File: src/rtl/fp_pkg.sv
// Shared constants, state encoding and flag positions for the sequential FP divider.
// Defaults describe IEEE-754 single format.
package fp_pkg;

  localparam int DEF_EXP_W  = 8;
  localparam int DEF_MANT_W = 24;
  localparam int BIAS       = (1 << (DEF_EXP_W - 1)) - 1;

  localparam logic [31:0] QNAN = 32'h7FC0_0000;

  localparam int FLAG_INVALID   = 3;
  localparam int FLAG_DIV_ZERO  = 2;
  localparam int FLAG_OVERFLOW  = 1;
  localparam int FLAG_UNDERFLOW = 0;

  typedef enum logic [1:0] {
    ST_IDLE,
    ST_DIV,
    ST_NORM,
    ST_DONE
  } state_t;

  function automatic int bias_of(input int exp_w);
    return (1 << (exp_w - 1)) - 1;
  endfunction

endpackage

File: src/rtl/fp_exp_sub.sv
// Quotient exponent: exp_a - exp_b + bias as a signed value wide enough never to wrap.
// Latency: combinational.
// Backpressure: none, pure function of its inputs.
module fp_exp_sub
  import fp_pkg::*;
#(
  parameter int EXP_W = DEF_EXP_W
) (
  input  logic [EXP_W-1:0]        exp_a,
  input  logic [EXP_W-1:0]        exp_b,
  output logic signed [EXP_W+1:0] exp_q
);

  localparam logic signed [EXP_W+1:0] BIAS_S = (EXP_W+2)'(bias_of(EXP_W));

  assign exp_q = $signed({2'b00, exp_a}) - $signed({2'b00, exp_b}) + BIAS_S;

endmodule

File: src/rtl/fp_div_seq.sv
// Sequential floating-point divider: restoring mantissa division, one quotient bit per clock.
// Latency: 1 edge for special operands, MANT_W+3 edges for finite nonzero operands.
// Backpressure: one op in flight; in_ready only when idle, result held until out_ready.
module fp_div_seq
  import fp_pkg::*;
#(
  parameter int EXP_W  = DEF_EXP_W,
  parameter int MANT_W = DEF_MANT_W
) (
  input  logic                    clk,
  input  logic                    rst,
  input  logic                    in_valid,
  output logic                    in_ready,
  input  logic [EXP_W+MANT_W-1:0] a,
  input  logic [EXP_W+MANT_W-1:0] b,
  output logic                    out_valid,
  input  logic                    out_ready,
  output logic [EXP_W+MANT_W-1:0] res,
  output logic [3:0]              flags
);

  localparam int W  = EXP_W + MANT_W;
  localparam int FW = MANT_W - 1;
  localparam int RW = MANT_W + 1;
  localparam int QW = MANT_W + 2;
  localparam int EW = EXP_W + 2;
  localparam int CW = $clog2(MANT_W + 2);

  localparam logic [W-1:0] NAN_Q = {1'b0, {EXP_W{1'b1}}, 1'b1, {(FW-1){1'b0}}};
  localparam logic signed [EW-1:0] E_ONE  = EW'(1);
  localparam logic signed [EW-1:0] E_ZERO = EW'(0);
  localparam logic signed [EW-1:0] E_MAX  = EW'((1 << EXP_W) - 1);
  localparam logic [CW-1:0] CNT_LAST = CW'(MANT_W + 1);

  state_t                state;
  logic [RW-1:0]         rem_r;
  logic [MANT_W-1:0]     div_r;
  logic [QW-1:0]         quo_r;
  logic [CW-1:0]         cnt;
  logic signed [EW-1:0]  exp_r;
  logic                  sign_r;

  logic                  sa, sb;
  logic [EXP_W-1:0]      ea, eb;
  logic [FW-1:0]         fa, fb;
  logic                  a_zero, b_zero, a_inf, b_inf, a_nan, b_nan, is_special;
  logic signed [EW-1:0]  exp_in;

  assign sa = a[W-1];
  assign sb = b[W-1];
  assign ea = a[W-2 -: EXP_W];
  assign eb = b[W-2 -: EXP_W];
  assign fa = a[FW-1:0];
  assign fb = b[FW-1:0];

  // Zero exponent means zero: denormal fractions are flushed.
  assign a_zero     = (ea == '0);
  assign b_zero     = (eb == '0);
  assign a_inf      = (&ea) && (fa == '0);
  assign b_inf      = (&eb) && (fb == '0);
  assign a_nan      = (&ea) && (fa != '0);
  assign b_nan      = (&eb) && (fb != '0);
  assign is_special = a_zero || b_zero || (&ea) || (&eb);

  fp_exp_sub #(.EXP_W(EXP_W)) u_exp_sub (
    .exp_a (ea),
    .exp_b (eb),
    .exp_q (exp_in)
  );

  // The first quotient bit is resolved on the accepting edge so that the
  // remaining MANT_W+1 bits plus one normalisation edge give MANT_W+3 total.
  logic [RW-1:0] r_init, d_init, r_first;
  logic          q_first;

  assign r_init  = {1'b0, 1'b1, fa};
  assign d_init  = {1'b0, 1'b1, fb};
  assign q_first = (r_init >= d_init);
  assign r_first = (q_first ? (r_init - d_init) : r_init) << 1;

  logic [W-1:0] sp_res;
  logic [3:0]   sp_flags;

  always_comb begin
    sp_res   = '0;
    sp_flags = '0;
    if (a_nan || b_nan || (a_zero && b_zero) || (a_inf && b_inf)) begin
      sp_res                 = NAN_Q;
      sp_flags[FLAG_INVALID] = 1'b1;
    end else if (a_inf) begin
      sp_res = {sa ^ sb, {EXP_W{1'b1}}, {FW{1'b0}}};
    end else if (b_zero) begin
      sp_res                  = {sa ^ sb, {EXP_W{1'b1}}, {FW{1'b0}}};
      sp_flags[FLAG_DIV_ZERO] = 1'b1;
    end else begin
      sp_res = {sa ^ sb, {(W-1){1'b0}}};
    end
  end

  logic [RW-1:0] div_ext, rem_next;
  logic          q_bit;

  assign div_ext  = {1'b0, div_r};
  assign q_bit    = (rem_r >= div_ext);
  assign rem_next = (q_bit ? (rem_r - div_ext) : rem_r) << 1;

  // Normalise, round to nearest even, then range-check the final exponent.
  logic [FW-1:0]        frac_t, frac_out;
  logic [FW:0]          frac_sum;
  logic                 guard, sticky, rnd_up;
  logic signed [EW-1:0] e_norm, e_rnd;
  logic [W-1:0]         fin_res;
  logic [3:0]           fin_flags;

  always_comb begin
    if (quo_r[QW-1]) begin
      frac_t = quo_r[QW-2:2];
      guard  = quo_r[1];
      e_norm = exp_r;
    end else begin
      frac_t = quo_r[QW-3:1];
      guard  = quo_r[0];
      e_norm = exp_r - E_ONE;
    end
    sticky   = (quo_r[QW-1] && quo_r[0]) || (rem_r != '0);
    rnd_up   = guard && (sticky || frac_t[0]);
    frac_sum = {1'b0, frac_t} + {{FW{1'b0}}, rnd_up};
    frac_out = frac_sum[FW-1:0];
    e_rnd    = frac_sum[FW] ? (e_norm + E_ONE) : e_norm;
    fin_res   = '0;
    fin_flags = '0;
    if (e_rnd >= E_MAX) begin
      fin_res                  = {sign_r, {EXP_W{1'b1}}, {FW{1'b0}}};
      fin_flags[FLAG_OVERFLOW] = 1'b1;
    end else if (e_rnd <= E_ZERO) begin
      fin_res                   = {sign_r, {(W-1){1'b0}}};
      fin_flags[FLAG_UNDERFLOW] = 1'b1;
    end else begin
      fin_res = {sign_r, e_rnd[EXP_W-1:0], frac_out};
    end
  end

  always_ff @(posedge clk) begin
    if (rst) begin
      state     <= ST_IDLE;
      in_ready  <= 1'b1;
      out_valid <= 1'b0;
      res       <= '0;
      flags     <= '0;
      rem_r     <= '0;
      div_r     <= '0;
      quo_r     <= '0;
      cnt       <= '0;
      exp_r     <= '0;
      sign_r    <= 1'b0;
    end else begin
      case (state)
        ST_IDLE: begin
          if (in_valid) begin
            in_ready <= 1'b0;
            if (is_special) begin
              res       <= sp_res;
              flags     <= sp_flags;
              out_valid <= 1'b1;
              state     <= ST_DONE;
            end else begin
              flags  <= '0;
              rem_r  <= r_first;
              div_r  <= {1'b1, fb};
              quo_r  <= {{(QW-1){1'b0}}, q_first};
              cnt    <= CW'(1);
              exp_r  <= exp_in;
              sign_r <= sa ^ sb;
              state  <= ST_DIV;
            end
          end
        end
        ST_DIV: begin
          rem_r <= rem_next;
          quo_r <= {quo_r[QW-2:0], q_bit};
          cnt   <= cnt + 1'b1;
          if (cnt == CNT_LAST) state <= ST_NORM;
        end
        ST_NORM: begin
          res       <= fin_res;
          flags     <= fin_flags;
          out_valid <= 1'b1;
          state     <= ST_DONE;
        end
        ST_DONE: begin
          if (out_ready) begin
            out_valid <= 1'b0;
            in_ready  <= 1'b1;
            state     <= ST_IDLE;
          end
        end
        default: state <= ST_IDLE;
      endcase
    end
  end

endmodule

File: config.mk
export PLATFORM = sky130hd
export DESIGN_NAME = fp_div_seq
export DESIGN_NICKNAME = d
export VERILOG_FILES = /design/src/rtl/fp_pkg.sv /design/src/rtl/fp_exp_sub.sv /design/src/rtl/fp_div_seq.sv
export SDC_FILE = /design/constraint.sdc
export NUM_CORES = 1
export LEC_CHECK = 0
export BUFFER_PORTS_ARGS = -buffer_cell sky130_fd_sc_hd__buf_2
export CORE_AREA = 4 4 152 183
export DETAILED_ROUTE_END_ITERATION = 7
export DIE_AREA = 0 0 156 187
export PLACE_DENSITY = 0.65
export RECOVER_POWER = 50
export SETUP_SLACK_MARGIN = 0.05
export SLEW_MARGIN = 15
export SYNTH_ARGS = -nofsm -noshare
export SYNTH_HDL_FRONTEND = slang
export SYNTH_SLANG_ARGS = --single-unit
export TNS_END_PERCENT = 50
File: constraint.sdc
create_clock -name clk -period 4 [get_ports clk]
set_clock_uncertainty 0.1 [all_clocks]
set_input_delay 0.8 -clock clk [delete_from_list [all_inputs] [get_ports clk]]
set_output_delay 0.8 -clock clk [all_outputs]
set_load 0.05 [all_outputs]
==> metrics.md <==
| Metric | Value |
|---|---|
| Initial antenna violation count | 0 |
| Gr usage total | 21.0% |
| Grt ovf | 0 |
| Num rows | 65 |
| Most frequent cells in the layout | nand2_1 (170), dfxtp_1 (129), a21oi_1 (126), nor2_1 (84), inv_1 (83) |
| Worst Max-Slew Pin Slew | 1.80 ns |
| # nets final | 1564 |
| Commonest non-fill, non-tap cell in the layout | nand2_1 |
| HPWL Detailed | 23800 µm |
| Post-route worst setup slack | 0.387 ns |
| CP peak stage delay | 0.63 ns |
| Drc violations | 0 |
| Fin util | 44.7% |
| Internal Power | 4.49 mW |
| Fillers | 2720 |
| Clock latency on the worst-skew pair | 0.44 ns |
| Final min period | 3.61 ns |
| CTS HTree Levels | 4 |
| Worst setup path category | in2reg |
| Tcrit/Tclk final | 90.3% |
| Slowest cell on crit path | clkbuf_1 |
| Synthesized flop and latch total | 130 |
| Combinational Power Share | 60.1% |
| Peak Freq | 277 MHz |
| Clock Path Buffers | 2 |
| Mean Syn Cell Area | 7.65 µm² |
| Gpl congestion | 0.918 |
| Core area | 26100 µm² |
| Clock Pin Slew Worst Setup and Hold Paths | 0.06 ns |
| Area contributors post-synth | dfxtp_1 (25%), ha_1 (7.9%), a21oi_1 (6.2%) |
| Drt pass-1 iters | 7 |
| CTS tree | done |
| Sequential cell area | 2610 µm² |
| # IOs | 106 |
| Failing checks | max-capacitance violations, max-slew violations |
| Crit. End Element | flip-flop |
| EDFF count, synth | 0 |
| Synthesized area | 10300 µm² |
| Die Height | 187 µm |
| Cells after Synth | 1344 |
| Max-Slew Margin vs Limit | -20.2% |
| Final std cells w/o fill | 1775 |
| Critical Path RT | 4.21 ns |
| Buffers and inverters on the worst path | 4 |
| Port Buffers | 105 |
| Setup TNS Final | 0 ns |
| CP dominant cell by count | a31oi_1 |
| Synth Flop Type | dfxtp_1 |
| Root Buffer | clkbuf_16 |
| # diodes | 0 |
| Max FO, Critical Path | 33 |
| Largest net degree at the start of global routing | 64 |
| Drt via density | 5.75 |
| Area grow syn2layout | 13.6% |
| Worst EP arrival | 3.82 ns |
| Post-Syn Nets | 1480 |
| Vias in the first global route | 9783 |
| 1st-iter DRT viols | 622 |
| Die ar. | 29200 µm² |
| Sw frac | 46.3% |
| RSZ-0062 raised after global routing | no |
| Top delay family on crit path | simple AND/OR/NAND/NOR gates |
| Clock power share | 18.5% |
| Final instance area | 11700 µm² |
| LEAKAGE | 4.53 nW |
| Sequential area share after synthesis | 25.3% |
| Starting Density | 39.4% |
| Drt wl/cell | 17.7 µm |
| Share of the synthesized area in the top cell type | 25.3% |
| Via count | 10200 |
| Placement Cell Area | 11200 µm² |
| Area occupied by multi-input gates | 7030 µm² |
| Seq pwr share | 21.4% |
| Hold Fails Final Rpt | 0 |
| Detailed Route WL | 31400 µm |
| Die width | 156 µm |
| CP Launch Type | primary input |
| Cell taking the most area after synthesis | dfxtp_1 |
| Cells after DPL | 1744 |
| Worst VDD drop | 550 µV |
| Sw Pwr | 3.88 mW |
| Outcome | finished, violations left |
| Layout cells sized above 1 | 12.2% |
| Total power | 8.37 mW |
| Final setup viols | 0 |
| Clk sinks | 130 |
| Yosys cell types | 84 |
| Worst Hold Class | reg2reg |
| PwrDens | 717 nW/µm² |
| Yosys warning count | 0 |
| Global-route wire length before repair | 50300 µm |
| Critical Path, Cell by Cell | buf_2, inv_1, or4_1, and4_1, nand3_1, clkbuf_1, o21ai_0, buf_4, nor2_1, nor3_1, a31oi_1, a31oi_1 |
| Max Slew Vio Count | 39 |
| Routed Antenna Nets | 0 |
| Final Hold Slack | 0.354 ns |
| Num CTS Buffers | 17 |
| Maxcap violations | 1 |
| Place WS | 0.157 ns |
| Post-synthesis async set-or-reset flop share | 0% |
-- layout make-up --
cell class,instances,share of cell area (%)
Sequential cell,130,22.3
Inverter,84,2.70
Timing Repair Buffer,138,6.28
Multi-Input combinational cell,1057,60.2
Tap cell,335,3.59
Clock inverter,13,1.17
Clock buffer,18,3.76
-- worst min-delay path, cell delays in order, from the launching register on --
cell and delay (ns):
dfxtp_1 0.30, nand2_1 0.05, a21oi_1 0.05
-- routing by layer --
| layer | part of all wire, % | global-route usage [%] | wire, µm |
|---|---|---|---|
| met5 | 0 | 0 | 0 |
| met4 | 4.3 | 9.73 | 1340 |
| met3 | 4.6 | 3.12 | 1440 |
| met2 | 49 | 36.4 | 15500 |
| met1 | 42 | 25.2 | 13100 |
-- path summary, 6_finish.rpt --
kind	startpoint	end	slack [ns]	cells after the start
max reg2reg	exp_r[0]	res[12]	0.41	12
min reg2reg	div_r[19]	div_r[19]	0.35	2
max	b[24]	rem_r[24]	0.39	12
min	div_r[19]	div_r[19]	0.35	2
-- flip-flops by register name, indices dropped and copies added (netlist names), 2 cells and up --
signal  count
quo_r      26
exp_r      10
div_r      24
state       2
res        32
flags       4
cnt         5
rem_r      24
-- power groups by stage --
stage	clock network, mW	logic (mW)	registers [mW]
after floorplan	0	3.77	1.76
after global placement	0	4.90	1.81
after detailed placement	0	4.96	1.81
after CTS	1.57	5.00	1.79
after global routing	1.63	5.52	1.82
final	1.55	5.03	1.79
-- synthesized netlist by cell type, drive strengths merged, types with 7 or more instances --
master,instances
a211oi,23
a21boi,7
a21o,22
a21oi,128
a22o,15
a22oi,18
a311oi,7
a31oi,20
a32o,8
and3,13
buf,23
clkbuf,50
dfxtp,130
ha,65
inv,83
mux2,28
mux2i,24
nand2,170
nand2b,14
nand3,56
nand4,22
nor2,84
nor2b,10
nor3,40
nor4,31
o211ai,11
o21a,13
o21ai,54
or3,8
xnor2,54
xor2,24
-- cells by family after synthesis --
group	share of synthesized area (%)
adders and majority gates	8.49
AOI/OAI and AO/OA	24.4
muxes	5.40
DFF	25.3
and+or+nand+nor	23.2
buffers and inverters	6.47
xor gates and xnor gates	6.64
-- what timing repair did --
action	in CTS	in global routing
setup buffers	0	0
endpoints found under the setup margin	0	1
endpoints found under the hold margin	0	0
resized for setup	0	1
hold buffers	0	0
Note: power is estimated with default switching activity, not from simulation.
